<file path="src/rtl/plru_array_ctrl.sv">
// -----------------------------------------------------------------------------
// plru_array_ctrl
//   Per-set 4-way tree pseudo-LRU state keeper and victim scheduler.
//   Every set holds a 3-bit tree state. Lookups return a registered victim way
//   one cycle after acceptance. Hit and fill touches go through a one-entry
//   pending register before they are written into the state array.
//
//   Tree state per set, lru[2:0]:
//     lru[0] = 1 : the last access was in ways 2/3
//     lru[1] = 1 : way1 is more recent than way0
//     lru[2] = 1 : way3 is more recent than way2
//
// Optional feature macro: PLRU_BYPASS_EN
//   defined   : lookups never stall. A lookup that hits an in-flight touch
//               sees the forwarded state (array, then pending, then incoming).
//   undefined : a lookup that hits a valid incoming or pending touch is
//               stalled (lookup_ready_o=0) and later reads the array directly.
//
// Ports:
//   clk_i           clock, all state updates on the rising edge
//   rst_n_i         synchronous active-low reset
//   lookup_valid_i  victim lookup request
//   lookup_set_i    set to look up
//   lookup_ready_o  lookup accepted this cycle when valid & ready
//   victim_valid_o  one-cycle pulse, victim result valid
//   victim_set_o    set of the returned victim
//   victim_way_o    way to evict
//   touch_valid_i   access (hit or fill) to record, always accepted
//   touch_set_i     set accessed
//   touch_way_i     way accessed
// -----------------------------------------------------------------------------
module plru_array_ctrl #(
    parameter  int NUM_SETS = 16,
    localparam int SET_W    = $clog2(NUM_SETS)
) (
    input  logic             clk_i,
    input  logic             rst_n_i,
    input  logic             lookup_valid_i,
    input  logic [SET_W-1:0] lookup_set_i,
    output logic             lookup_ready_o,
    output logic             victim_valid_o,
    output logic [SET_W-1:0] victim_set_o,
    output logic [1:0]       victim_way_o,
    input  logic             touch_valid_i,
    input  logic [SET_W-1:0] touch_set_i,
    input  logic [1:0]       touch_way_i
);

    // Record an access to 'way' in tree state 's'; untouched bits are kept.
    function automatic logic [2:0] plru_touch(input logic [2:0] s, input logic [1:0] way);
        logic [2:0] r;
        r = s;
        r[0] = way[1];
        if (way[1]) begin
            r[2] = way[0];
        end else begin
            r[1] = way[0];
        end
        return r;
    endfunction

    // Victim is the less recent way of the half that was not accessed last.
    function automatic logic [1:0] plru_victim(input logic [2:0] s);
        logic [1:0] v;
        if (!s[0]) begin
            v = s[2] ? 2'd2 : 2'd3;
        end else begin
            v = s[1] ? 2'd0 : 2'd1;
        end
        return v;
    endfunction

    logic [2:0]       lru_q [NUM_SETS];
    logic [2:0]       lru_d [NUM_SETS];

    logic             pend_valid_q, pend_valid_d;
    logic [SET_W-1:0] pend_set_q,   pend_set_d;
    logic [1:0]       pend_way_q,   pend_way_d;

    logic             victim_valid_q, victim_valid_d;
    logic [SET_W-1:0] victim_set_q,   victim_set_d;
    logic [1:0]       victim_way_q,   victim_way_d;

    logic             pend_hit;
    logic             touch_hit;
    logic             lookup_ready;
    logic             lookup_fire;
    logic [2:0]       lookup_state;

    assign pend_hit  = pend_valid_q  && (pend_set_q  == lookup_set_i);
    assign touch_hit = touch_valid_i && (touch_set_i == lookup_set_i);

`ifdef PLRU_BYPASS_EN
    // Forward oldest to newest: array, pending touch, incoming touch.
    always_comb begin
        lookup_state = lru_q[lookup_set_i];
        if (pend_hit) begin
            lookup_state = plru_touch(lookup_state, pend_way_q);
        end
        if (touch_hit) begin
            lookup_state = plru_touch(lookup_state, touch_way_i);
        end
        lookup_ready = rst_n_i;
    end
`else
    // No forwarding: hold the lookup off until no touch to its set is in flight.
    always_comb begin
        lookup_state = lru_q[lookup_set_i];
        lookup_ready = rst_n_i && !pend_hit && !touch_hit;
    end
`endif

    assign lookup_fire = lookup_valid_i && lookup_ready;

    // Pending touch is committed to the array at the end of its second cycle.
    always_comb begin
        lru_d = lru_q;
        if (pend_valid_q) begin
            lru_d[pend_set_q] = plru_touch(lru_q[pend_set_q], pend_way_q);
        end
    end

    always_comb begin
        pend_valid_d   = touch_valid_i;
        pend_set_d     = touch_set_i;
        pend_way_d     = touch_way_i;
        victim_valid_d = lookup_fire;
        victim_set_d   = victim_set_q;
        victim_way_d   = victim_way_q;
        if (lookup_fire) begin
            victim_set_d = lookup_set_i;
            victim_way_d = plru_victim(lookup_state);
        end
    end

    always_ff @(posedge clk_i) begin
        if (!rst_n_i) begin
            for (int i = 0; i < NUM_SETS; i++) begin
                lru_q[i] <= 3'b000;
            end
            pend_valid_q   <= 1'b0;
            victim_valid_q <= 1'b0;
            victim_set_q   <= '0;
            victim_way_q   <= 2'b00;
        end else begin
            lru_q          <= lru_d;
            pend_valid_q   <= pend_valid_d;
            pend_set_q     <= pend_set_d;
            pend_way_q     <= pend_way_d;
            victim_valid_q <= victim_valid_d;
            victim_set_q   <= victim_set_d;
            victim_way_q   <= victim_way_d;
        end
    end

    assign lookup_ready_o = lookup_ready;
    assign victim_valid_o = victim_valid_q;
    assign victim_set_o   = victim_set_q;
    assign victim_way_o   = victim_way_q;

endmodule

</file>
<file path="config.mk">
export PLATFORM = sky130hd
export DESIGN_NAME = plru_array_ctrl
export DESIGN_NICKNAME = d
export VERILOG_FILES = /design/src/rtl/plru_array_ctrl.sv
export SDC_FILE = /design/constraint.sdc
export NUM_CORES = 1
export LEC_CHECK = 0
export BUFFER_PORTS_ARGS = -buffer_cell sky130_fd_sc_hd__buf_2
export CAP_MARGIN = 0
export CELL_PAD_IN_SITES_DETAIL_PLACEMENT = 0
export CELL_PAD_IN_SITES_GLOBAL_PLACEMENT = 1
export CORE_MARGIN = 2
export CORE_UTILIZATION = 45
export DETAILED_ROUTE_END_ITERATION = 10
export HOLD_SLACK_MARGIN = 0.05
export PLACE_DENSITY_LB_ADDON = 0.1
export SYNTH_ARGS = -nofsm -noshare
export SYNTH_HDL_FRONTEND = slang
export SYNTH_SLANG_ARGS = --single-unit
</file>
<file path="constraint.sdc">
create_clock -name clk_i -period 2.3 [get_ports clk_i]
set_input_delay 0 -clock clk_i [delete_from_list [all_inputs] [get_ports clk_i]]
set_output_delay 0 -clock clk_i [all_outputs]
set_load 0.05 [all_outputs]
</file>
After elaboration in Yosys (flattened, before gate mapping)
Index checks and enable logic that the tools add are counted.
Storage, ports and cells
  input port bits: 14
  output and inout port bits: 8
  word-level logic and storage cells: 53
  register bits: 62
Operators by class
  order comparisons: 3
  mux-type cells: 16
  reduce and logical (&&, ||, !) cells: 8
  bitwise operators: 2
  eq/ne operators: 2
Operators by type and width (count)
  $bwmux 48: 1
  $bmux 3 s4: 2
  $mux 3: 5
  $demux 3 s4: 1
  $ge 5x5->1 const B: 2
  $not 4->5: 2
  $eq 4x4->1: 2
  $logic_and 1x1->1: 6
  $mux 1: 6
  $lt 5x1->1 const B: 1
  $logic_not 1->1: 2
  $mux 2: 1

Longest topological paths before layout
  depth after elaboration: 7
  mapped depth: 8
  gate-level depth less buffers: 5

Worst setup path after synthesis
No wires, ideal clock.
  kind: reg-to-reg
  start: register pend_set_q[1]
  end: register lru_q[47] (netlist bit)
  path slack: 0.166 ns
  arrival: 1.995 ns
  buffers on the path: 3
  clock period less this slack: 2.134 ns
  stages on the path, launching flop included: 8
  data required time: 2.160 ns
  cells stage by stage: edfxtp_1 > clkbuf_1 > buf_2 > mux4_2 > mux4_2 > mux2i_4 > buf_6 > a21oi_1
Between the ends
  word-level cells in the longest chain between the ends: 7
  elaborated cells on any way between the ends: 12
  classes of those cells: order compare (2); mux (8); bitwise (1); reduce/logical (1)
RTL lines
  from (decl): line 77  | logic [SET_W-1:0] pend_set_q, pend_set_d;
  from (signal assigned): line 148  | pend_set_q <= pend_set_d;
  $not 4->5 (implied by the code) (*): line 119  | lru_d[pend_set_q] = plru_touch(lru_q[pend_set_q], pend_way_q);
  $bmux 3 s4: line 119
  $mux 3 (implied by the code) (2 in a row): line 119
  $mux 1: line 54  | if (way[1]) begin
  $mux 1: line 118  | if (pend_valid_q) begin
  $bwmux 48 (*): line 119
  to (signal assigned): line 146  | lru_q <= lru_d;
  to (decl): line 73  | logic [2:0] lru_q [NUM_SETS];
Mark *: on every way between the ends. The rest lies on a longest branch, timed or not. The select of a mux whose other input is x is not followed.
A chain may end at the register's enable or synchronous reset.

Final worst setup path
  start: register pend_set_q[0]
  end: register lru_q[11] (netlist bit)
Same word-level chain as after synthesis.

==> run_results.csv <==
group,metric,value,unit
detailed_routing,vias_per_cell,5.82,
grt,grt_pass1_wl,12000,um
sta,hold_viol_final,0,
placed_design,placed_area,3190,sq um
cts,worstSkewPairLatency,0.34,ns
sta,final.setup.worst_slack,0.0937,ns
synthesis,synth-seq-area-share,43.8,%
detailed_routing,drc,0,
synthesis,syn_inst,274,
power,p_leak,1.34,nW
cts,cts_max_level,3,
cells_and_area,final_common_cell,"dfxtp_1",
critical_path,worstPathArrival,2.41,ns
placed_design,gp_congestion,0.852,
critical_path,crit_type,"flop to flop",
cells_and_area,finalNetCount,325,
sta,fmax,453,MHz
cells_and_area,layout.cells.non_filler,392,
synthesis,yosysWarnings,0,
cts,cts_resized,0,
grt,antenna_found_initial,0,
sta,slew_viol_final,0,
placed_design,pre_cts_slack,0.0837,ns
synthesis,synth.distinct_cells,37,
placed_design,portBuffers,21,
floorplan,die-height,85.2,um
critical_path,rr_startpoint,"pend_set_q[0]$_DFFE_PP_",
detailed_routing,vias,2281,
cts,cts_buffers,9,
critical_path,crit_fanout,8,
power,p_per_area,706,nW/um^2
detailed_routing,dr.pass1.iters,4,
cts,path_clk_slew,0.07,ns
critical_path,path_cells,"buf_4 > mux4_1 > mux4_2 > mux2i_4 > buf_4 > a21oi_1",
grt,busiest_layer,"met2",
job,cap_violations,0,
grt,grt_max_degree,40,
detailed_routing,drt_iter0_markers,161,
synthesis,syn_area_per_cell,10.8,sq um
detailed_routing,wire_per_inst,18.7,um
grt,grt_use_met1,29.1,%
floorplan,io_pins,22,
critical_path,cp-start-kind,"flop",
critical_path,path_common_cell,"buf_4",
floorplan,fp.dieArea,7260,sq um
sta,post-route-period-util,95.9,%
sta,setup_viol,0,
floorplan,core_area,6350,sq um
synthesis,syn-cell-area,2970,sq um
floorplan,die_w,85.2,um
cts,clockBufferDepth,2,
synthesis,yosysTopAreaCell,"dfxtp_1",
placed_design,dp.cells,368,
cells_and_area,mostFrequentLayoutCells,"56 x dfxtp_1, 37 x a21oi_1, 33 x o21ai_0, 29 x nor2_1, 21 x buf_2",
cells_and_area,drive_gt1_share,22.9,%
sta,worst_hold_slack,0.111,ns
worst_hold_path,min-delay-start,"lookup_set_i[2]",
cells_and_area,fillers,564,
sta,finalCriticalPeriod,2.21,ns
cells_and_area,final_core_util,55.1,%
cts,root_buffer,"clkbuf_8",
floorplan,core.rowCount,29,
grt,grt_use_met2,34.1,%
critical_path,rrSetupSlack,0.09,ns
detailed_routing,drt-total-wl,7320,um
synthesis,netlist.area_leader.share,37.8,%
placed_design,dpl.hpwl,5160,um
sta,tns,0,ns
sta,relSlewSlack,57.8,%
critical_path,critPathSlowestCell,"mux4_1",
cells_and_area,antenna_cells,0,
critical_path,startpoint,"pend_set_q[0]$_DFFE_PP_",
worst_hold_path,min_path_type,"primary input to flop",
grt,overflow,0,
synthesis,synth_nets,288,
sta,skew,0.00560,ns
cells_and_area,synthToLayoutAreaGrowth,17.8,%
sta,worst_pin_slew,0.629,ns
cts,clock-sinks,62,
sta,rsz0062_at_grt,"false",
detailed_routing,ant_nets,0,
floorplan,initial_core_util,46.7,%
power,max-vdd-ir-drop,0.000477,V
critical_path,cpPeakStageDelay,0.57,ns
synthesis,synthTopCellsByArea,"dfxtp_1 38%, mux4_2 12%, mux2i_1 6.7%",
synthesis,synth_seq_cells,62,
critical_path,end_kind,"flop",
grt,gr-usage-met3,3.99,%
grt,grt_usage,21.7,%
grt,grt_pass1_vias,2281,
power,finalPower,2.47,mW
critical_path,required,2.51,ns
cells_and_area,final_cell_area,3500,sq um
cts,cts_tree,"yes",
status,outcome,"finished, final reports clean",
report_power, final:
part | internal, mW | total, mW | leakage [nW] | switching (mW)
sequential | 1.12 | 1.15 | 0.512 | 0.0306
clock | 0.621 | 1.04 | 0.111 | 0.420
combinational | 0.115 | 0.277 | 0.715 | 0.162
total | 1.86 | 2.47 | 1.34 | 0.612
per-layer routing:
layer	up-vias	part of all wire [%]
met2	43	46
met1	1111	49
met4	0	2.4
li1	1110	-
met3	17	2.8
met5	-	0
worst max-delay path: cells and delay by family (launching register included):
family | cells | cell delay (ns)
multiplexers | 3 | 1.24
AO/OA/AOI/OAI | 1 | 0.07
buffers and inverters | 2 | 0.37
flip-flops | 1 | 0.40
kinds of logic (layout without fill, tap and decap cells):
| group | after synthesis | count (layout) | share of synthesized area (%) |
|---|---|---|---|
| compound gates | 84 | 84 | 15.3 |
| mux | 45 | 45 | 26.1 |
| flops | 62 | 62 | 43.8 |
| simple gates | 53 | 53 | 8.35 |
| buf+inv | 22 | 63 | 4.00 |
| xor+xnor | 8 | 8 | 2.36 |
synth_stat cells, drive strengths merged:
cell type and instances:
xnor2 2, a22oi 1, a2111oi 1, buf 10, mux2i 22, mux2 1
nand3 2, a211oi 2, edfxtp 6, or3b 1, o21a 1, a31o 1
xor2 6, inv 2, nor3 7, nand4 4, a31oi 3, nor2b 1
nand3b 2, clkbuf 10, dfxtp 56, mux4 22, and2 2, o31ai 4
nand2 2, nand2b 2, nor2 29, and3 1, a21oi 37, o21ai 33
a211o 1
cell type report:
type / count / area (sq um) / area share [%]
sequential: 62 / 1300 / 37.2
tap: 77 / 96.3 / 2.75
timing repair buffer: 46 / 328 / 9.37
inverter: 2 / 7.51 / 0.215
clock buffer: 13 / 180 / 5.15
multi-input combinational: 190 / 1550 / 44.3
clock inverter: 2 / 36.3 / 1.04
sequential cells by signal, summed over array words and instances, names as in the netlist:
register,flops
lru_q,48
victim_way_o,2
pend_way_q,2
pend_set_q,4
victim_valid_o,1
victim_set_o,4
pend_valid_q,1
path summary, 6_finish.rpt:
kind              cells past startpoint                           end
setup / recovery                      6        lru_q[11]$_SDFFE_PN0P_
hold / removal                        3  victim_set_o[2]$_SDFFE_PN0P_
setup reg to reg                      6        lru_q[11]$_SDFFE_PN0P_
hold reg to reg                       2  victim_set_o[2]$_SDFFE_PN0P_
timing repair:
action	CTS	global route
endpoints found under the hold margin	13	0
setup buffers	0	0
hold buffers	9	0
(Power assumes the default switching activity.)
